## src/rtl/cpu_pkg.sv

```systemverilog
// Shared opcode, control-word and hazard FSM definitions for the 5-stage MIPS core.
package cpu_pkg;
  localparam logic [5:0] OP_RTYPE = 6'h00;
  localparam logic [5:0] OP_J     = 6'h02;
  localparam logic [5:0] OP_JAL   = 6'h03;
  localparam logic [5:0] OP_BEQ   = 6'h04;
  localparam logic [5:0] OP_BNE   = 6'h05;
  localparam logic [5:0] OP_SW    = 6'h2B;
  localparam logic [5:0] OP_LW    = 6'h23;

  localparam int REGDST_LSB   = 0;
  localparam int MEMREAD_BIT  = 10;
  localparam int MEMTOREG_BIT = 13;
  localparam int REGWRITE_BIT = 14;

  typedef enum logic [1:0] {
    ST_RUN   = 2'd0,
    ST_STALL = 2'd1,
    ST_FLUSH = 2'd2
  } hz_state_e;
endpackage

```

## src/rtl/sat_counter.sv

```systemverilog
// Up-counter that sticks at all-ones; clr takes priority over inc.
module sat_counter #(
  parameter int W = 32
) (
  input  logic         clk,
  input  logic         rst_n,
  input  logic         inc,
  input  logic         clr,
  output logic [W-1:0] cnt
);
  always_ff @(posedge clk or negedge rst_n) begin
    if (!rst_n)
      cnt <= '0;
    else if (clr)
      cnt <= '0;
    else if (inc && (cnt != '1))
      cnt <= cnt + 1'b1;
  end
endmodule

```

## src/rtl/hazard_unit.sv

```systemverilog
// Load-use / branch-operand hazard detection with stall/flush control,
// state tracking, saturating counters and a sticky stall watchdog.
module hazard_unit
  import cpu_pkg::*;
#(
  parameter int MAX_STALL = 4,
  parameter int CNT_W     = 32
) (
  input  logic             clk,
  input  logic             rst_n,
  input  logic [31:0]      Instr_id_i,
  input  logic [31:0]      Signal_ex_i,
  input  logic [31:0]      Instr_ex_i,
  input  logic             RegWrite_mem_i,
  input  logic             MemRead_mem_i,
  input  logic [4:0]       WriteReg_mem_i,
  input  logic             BranchTaken_id_i,
  output logic             stall_o,
  output logic             PCWrite_o,
  output logic             IFIDWrite_o,
  output logic             IFIDFlush_o,
  output logic [1:0]       state_o,
  output logic [CNT_W-1:0] stall_cnt_o,
  output logic [CNT_W-1:0] flush_cnt_o,
  output logic             hazard_err_o
);
  localparam int RUN_W = (MAX_STALL < 1) ? 1 : $clog2(MAX_STALL + 1);
  localparam logic [RUN_W-1:0] RUN_LAST = RUN_W'(MAX_STALL - 1);

  logic [5:0] opcode;
  logic [4:0] rs, rt, dst_ex;
  logic       uses_rs, uses_rt, is_br;
  logic       memread_ex, regwrite_ex;
  logic       load_use, br_ex, br_mem, haz;
  logic [RUN_W-1:0] run_cnt;
  hz_state_e  state_reg;
  logic       err_reg;

  assign opcode = Instr_id_i[31:26];
  assign rs     = Instr_id_i[25:21];
  assign rt     = Instr_id_i[20:16];

  assign uses_rs = (opcode != OP_J) && (opcode != OP_JAL);
  assign uses_rt = (opcode == OP_RTYPE) || (opcode == OP_BEQ) ||
                   (opcode == OP_BNE) || (opcode == OP_SW);
  assign is_br   = (opcode == OP_BEQ) || (opcode == OP_BNE);

  assign memread_ex  = Signal_ex_i[MEMREAD_BIT];
  assign regwrite_ex = Signal_ex_i[REGWRITE_BIT];

  // RegDst = 11 is not a real encoding; treat it as writing $0 (no hazard)
  always_comb begin
    dst_ex = 5'd0;
    case (Signal_ex_i[REGDST_LSB +: 2])
      2'b00:   dst_ex = Instr_ex_i[20:16];
      2'b01:   dst_ex = Instr_ex_i[15:11];
      2'b10:   dst_ex = 5'd31;
      default: dst_ex = 5'd0;
    endcase
  end

  assign load_use = memread_ex && (dst_ex != 5'd0) &&
                    ((uses_rs && (dst_ex == rs)) || (uses_rt && (dst_ex == rt)));
  assign br_ex    = is_br && regwrite_ex && (dst_ex != 5'd0) &&
                    ((dst_ex == rs) || (dst_ex == rt));
  assign br_mem   = is_br && MemRead_mem_i && RegWrite_mem_i && (WriteReg_mem_i != 5'd0) &&
                    ((WriteReg_mem_i == rs) || (WriteReg_mem_i == rt));
  assign haz      = load_use || br_ex || br_mem;

  // Holding the pipeline frozen while reset is asserted
  assign stall_o     = !rst_n || haz;
  assign PCWrite_o   = rst_n && !haz;
  assign IFIDWrite_o = rst_n && !haz;
  assign IFIDFlush_o = rst_n && BranchTaken_id_i && !haz;

  always_ff @(posedge clk or negedge rst_n) begin
    if (!rst_n)
      state_reg <= ST_RUN;
    else if (haz)
      state_reg <= ST_STALL;
    else if (IFIDFlush_o)
      state_reg <= ST_FLUSH;
    else
      state_reg <= ST_RUN;
  end
  assign state_o = state_reg;

  sat_counter #(.W(CNT_W)) u_stall_cnt (
    .clk(clk), .rst_n(rst_n), .inc(stall_o), .clr(1'b0), .cnt(stall_cnt_o)
  );
  sat_counter #(.W(CNT_W)) u_flush_cnt (
    .clk(clk), .rst_n(rst_n), .inc(IFIDFlush_o), .clr(1'b0), .cnt(flush_cnt_o)
  );
  sat_counter #(.W(RUN_W)) u_run_cnt (
    .clk(clk), .rst_n(rst_n), .inc(haz), .clr(!haz), .cnt(run_cnt)
  );

  // Flag on the same edge the run counter reaches MAX_STALL
  always_ff @(posedge clk or negedge rst_n) begin
    if (!rst_n)
      err_reg <= 1'b0;
    else if (haz && (run_cnt >= RUN_LAST))
      err_reg <= 1'b1;
  end
  assign hazard_err_o = err_reg;

  logic unused_bits;
  assign unused_bits = ^{Signal_ex_i[31:15], Signal_ex_i[13:11], Signal_ex_i[9:2],
                         Instr_ex_i[31:21], Instr_ex_i[10:0], Instr_id_i[15:0]};
endmodule

```

## config.mk

```make
export PLATFORM = sky130hd
export DESIGN_NAME = hazard_unit
export DESIGN_NICKNAME = d
export VERILOG_FILES = /design/src/rtl/cpu_pkg.sv /design/src/rtl/sat_counter.sv /design/src/rtl/hazard_unit.sv
export SDC_FILE = /design/constraint.sdc
export NUM_CORES = 1
export LEC_CHECK = 0
export CAP_MARGIN = 20
export CORE_ASPECT_RATIO = 0.9
export CORE_MARGIN = 2
export CORE_UTILIZATION = 30
export DETAILED_ROUTE_END_ITERATION = 10
export MAX_ROUTING_LAYER = met4
export PLACE_DENSITY = 0.61
export SETUP_SLACK_MARGIN = 0.05
export SYNTH_ARGS = -nofsm -noshare
export SYNTH_HDL_FRONTEND = slang
export SYNTH_SLANG_ARGS = --single-unit
```

## constraint.sdc

```tcl
create_clock -name clk -period 6.55 [get_ports clk]
set_clock_uncertainty 0.2 [all_clocks]
set_input_delay 0.655 -clock clk [delete_from_list [all_inputs] [get_ports clk]]
set_output_delay 0.655 -clock clk [all_outputs]
set_load 0.005 [all_outputs]
```

==> metrics <==
outcome=completed; first-pass iteration count of the detailed router=5; share of the synthesized area in the top cell type=0.4647; IO Pins=177; Hold Fails Final Rpt=0; RR Startpoint=u_stall_cnt.cnt[6]$_DFFE_PN0P_; mapped cell area=0.003770 mm²; CTS resizes=0; setup bufs post-CTS=0; DR WL/cell=14.90 µm; total wire length=9.684 mm; Initial Utilization=0.3097; fmax=231.2 MHz; PortBufs=110; Async SR Flop Fraction=1.000; synth warn=0; first-pass GRT wire length=16.14 mm; endpoint class of the critical path=output pin; die area=0.01348 mm²; area growth from synthesis to layout=40.92%; Iteration-0 DRC Markers=124; Avg Inst Size Synth=10.11 µm²; Worst-Margin Slew=0.7636 ns; fin cells=650; Core Box Area=0.01217 mm²; Critical Setup Path Class=primary input to output pin; Avg Vias per Cell=4.885; RSZ-0062 raised after global routing=no; final hold slack=0.1979 ns; GRT Residual Overflow=0; clock buffer depth=2; CTS H-Tree Depth=3; Die X=122.2 µm; Seq cells post-synth=70; TNS Setup=0 ns; reg2reg end=u_stall_cnt.cnt[1]$_DFFE_PN0P_; Mapped Nets=484; fin util=0.4365; CTS root buffer=clkbuf_16; Via Count=3175; placed wire-length estimate=7.260 mm; Critical Path AT=3.47 ns; Seq/Total Area, Yosys=0.4647; max_cap viols=0; largest area contributor in the netlist=dfrtp_1; gpl congestion=0.8489; EDFF count, synth=0; cells on worst reg2reg path=8; clock net sink count=70; Most used DFF post-synth=dfrtp_1; Slew HR=0.4909; clock buffer count from CTS=9; Placed Cells=634; Pins Over Slew Limit=0; Max Fanout on Critical Path=12; CTS Hold Bufs=0; Total Routing Usage GR=0.1589; post-route minimum period=4.325 ns; Total Power=1284 µW; CP Launch Type=primary input; Post-Synthesis Cells=373; row count=38; worst vdd ir=0.1082 mV; CTS tree=built; Setup violations, final=0; vias in the first global route=3212; antenna violations before repair=0; ant diodes=0; min-delay worst type=primary input to async pin; fin nets=596; Die H=110.3 µm; largest net degree at the start of global routing=42; Pwr Density=241.6 mW/mm²; Post-route DRC=0; Worst-Skew Late Latency=0.33 ns; Critical Path RT=5.69 ns; flop2flop setup slack=3.52 ns; post-synthesis cell type count=50; share of layout cells above drive strength 1=0.07347; Synth area leaders=dfrtp_1 46%, xnor2_1 13%, xor2_1 5.8%, nand3_1 4.5%, nand4_1 4.0%; Pleak=0.002153 µW; clock-pin slew on the worst setup and hold paths=0.05 ns; fin crit share=0.6602; Detail Route Antenna Nets=0
registers in the layout (all words and copies together) (netlist names):
name,flops
u_flush_cnt.cnt,32
u_stall_cnt.cnt,32
state_o,2
hazard_err_o,1
u_run_cnt.cnt,3
through the flow:
step           area (µm²)  worst slack (ns)
2_1_floorplan        3770             3.582
4_1_cts              5313             2.205
3_5_place_dp         5011             2.216
6_report             5313             2.225
5_1_grt              5313             2.031
3_3_place_gp         5011             2.199
how the worst max path moves through the flow:
stage / to / startpoint / slack [ns]
2_1_floorplan: IFIDFlush_o / Signal_ex_i[1] / 3.58
3_3_place_gp: IFIDFlush_o / Signal_ex_i[0] / 2.20
3_5_place_dp: IFIDFlush_o / Signal_ex_i[0] / 2.22
4_1_cts: IFIDFlush_o / Signal_ex_i[0] / 2.21
5_1_grt: IFIDFlush_o / Signal_ex_i[0] / 2.03
6_report: IFIDFlush_o / Signal_ex_i[0] / 2.23
cell usage in the layout, fill, tap and decap left out, types with 2 or more instances in the layout:
| master | Yosys | layout |
|---|---|---|
| nor3_1 | 15 | 15 |
| nor4_1 | 5 | 5 |
| xnor2_1 | 57 | 57 |
| nand2b_1 | 5 | 5 |
| and2_1 | 4 | 4 |
| inv_1 | 5 | 5 |
| and3_1 | 15 | 15 |
| nand3_1 | 34 | 34 |
| clkbuf_8 | 0 | 2 |
| clkbuf_16 | 0 | 9 |
| a21oi_2 | 2 | 2 |
| mux2_2 | 2 | 2 |
| dfrtp_1 | 70 | 70 |
| nand4_2 | 2 | 2 |
| nor2_1 | 27 | 27 |
| xor2_1 | 25 | 25 |
| and3b_1 | 2 | 2 |
| ha_1 | 5 | 5 |
| nor2b_1 | 2 | 2 |
| a21oi_1 | 6 | 6 |
| nand2_1 | 28 | 28 |
| nand4_1 | 24 | 24 |
| buf_4 | 3 | 2 |
| nand3b_1 | 2 | 2 |
| clkinv_2 | 0 | 3 |
| clkdlybuf4s50_1 | 0 | 109 |
cell type report:
class	instances	area [µm²]
Multi-Input combinational cell	286	1926
Sequential cell	70	1752
Inverter	6	22.52
Tap cell	160	200.2
Clock buffer	12	256.5
Timing Repair Buffer	112	1111
Clock inverter	4	45.04
Fill cell	1208	6859
kinds of logic after synthesis:
family	Yosys count	synth area share
and+or+nand+nor	177	0.2576
xor gates and xnor gates	83	0.1948
DFF	70	0.4647
AOI/OAI and AO/OA	18	0.03319
buffers and inverters	17	0.02456
adders and majority gates	5	0.01659
muxes	3	0.008629
synth_stat cells (3+ instances only):
cell type / instances
and3_1: 15
xor2_1: 25
clkbuf_1: 4
nand2_1: 28
nand4_1: 24
nor3_1: 15
nor2_1: 27
nor4_1: 5
a21oi_1: 6
xnor2_1: 57
inv_1: 5
nand3_1: 34
buf_4: 3
dfrtp_1: 70
ha_1: 5
nand2b_1: 5
and2_1: 4
worst max-delay path, cell delays in order:
cell and delay [ns]:
clkdlybuf4s50_1 0.74, nor3_1 0.12, a21oi_1 0.32, xnor2_1 0.19
nand4_1 0.11, nor3_1 0.23, o211ai_2 0.17, and3_1 0.27
and2_1 0.19, clkdlybuf4s50_1 0.47
report_power, final:
part / switching, µW / total [µW] / internal (µW)
Clock: 176 / 489 / 313
Combinational: 93.7 / 250 / 157
Sequential: 64.1 / 544 / 480
layer usage:
metal | GRT usage | up-vias | wire [µm]
met4 | 0.04023 | 0 | 131
met5 | - | - | 0
met1 | 0.2017 | 1545 | 4518
li1 | - | 1532 | -
met2 | 0.2554 | 82 | 4609
met3 | 0.04064 | 16 | 425
Power figures use the tool's default switching activity.
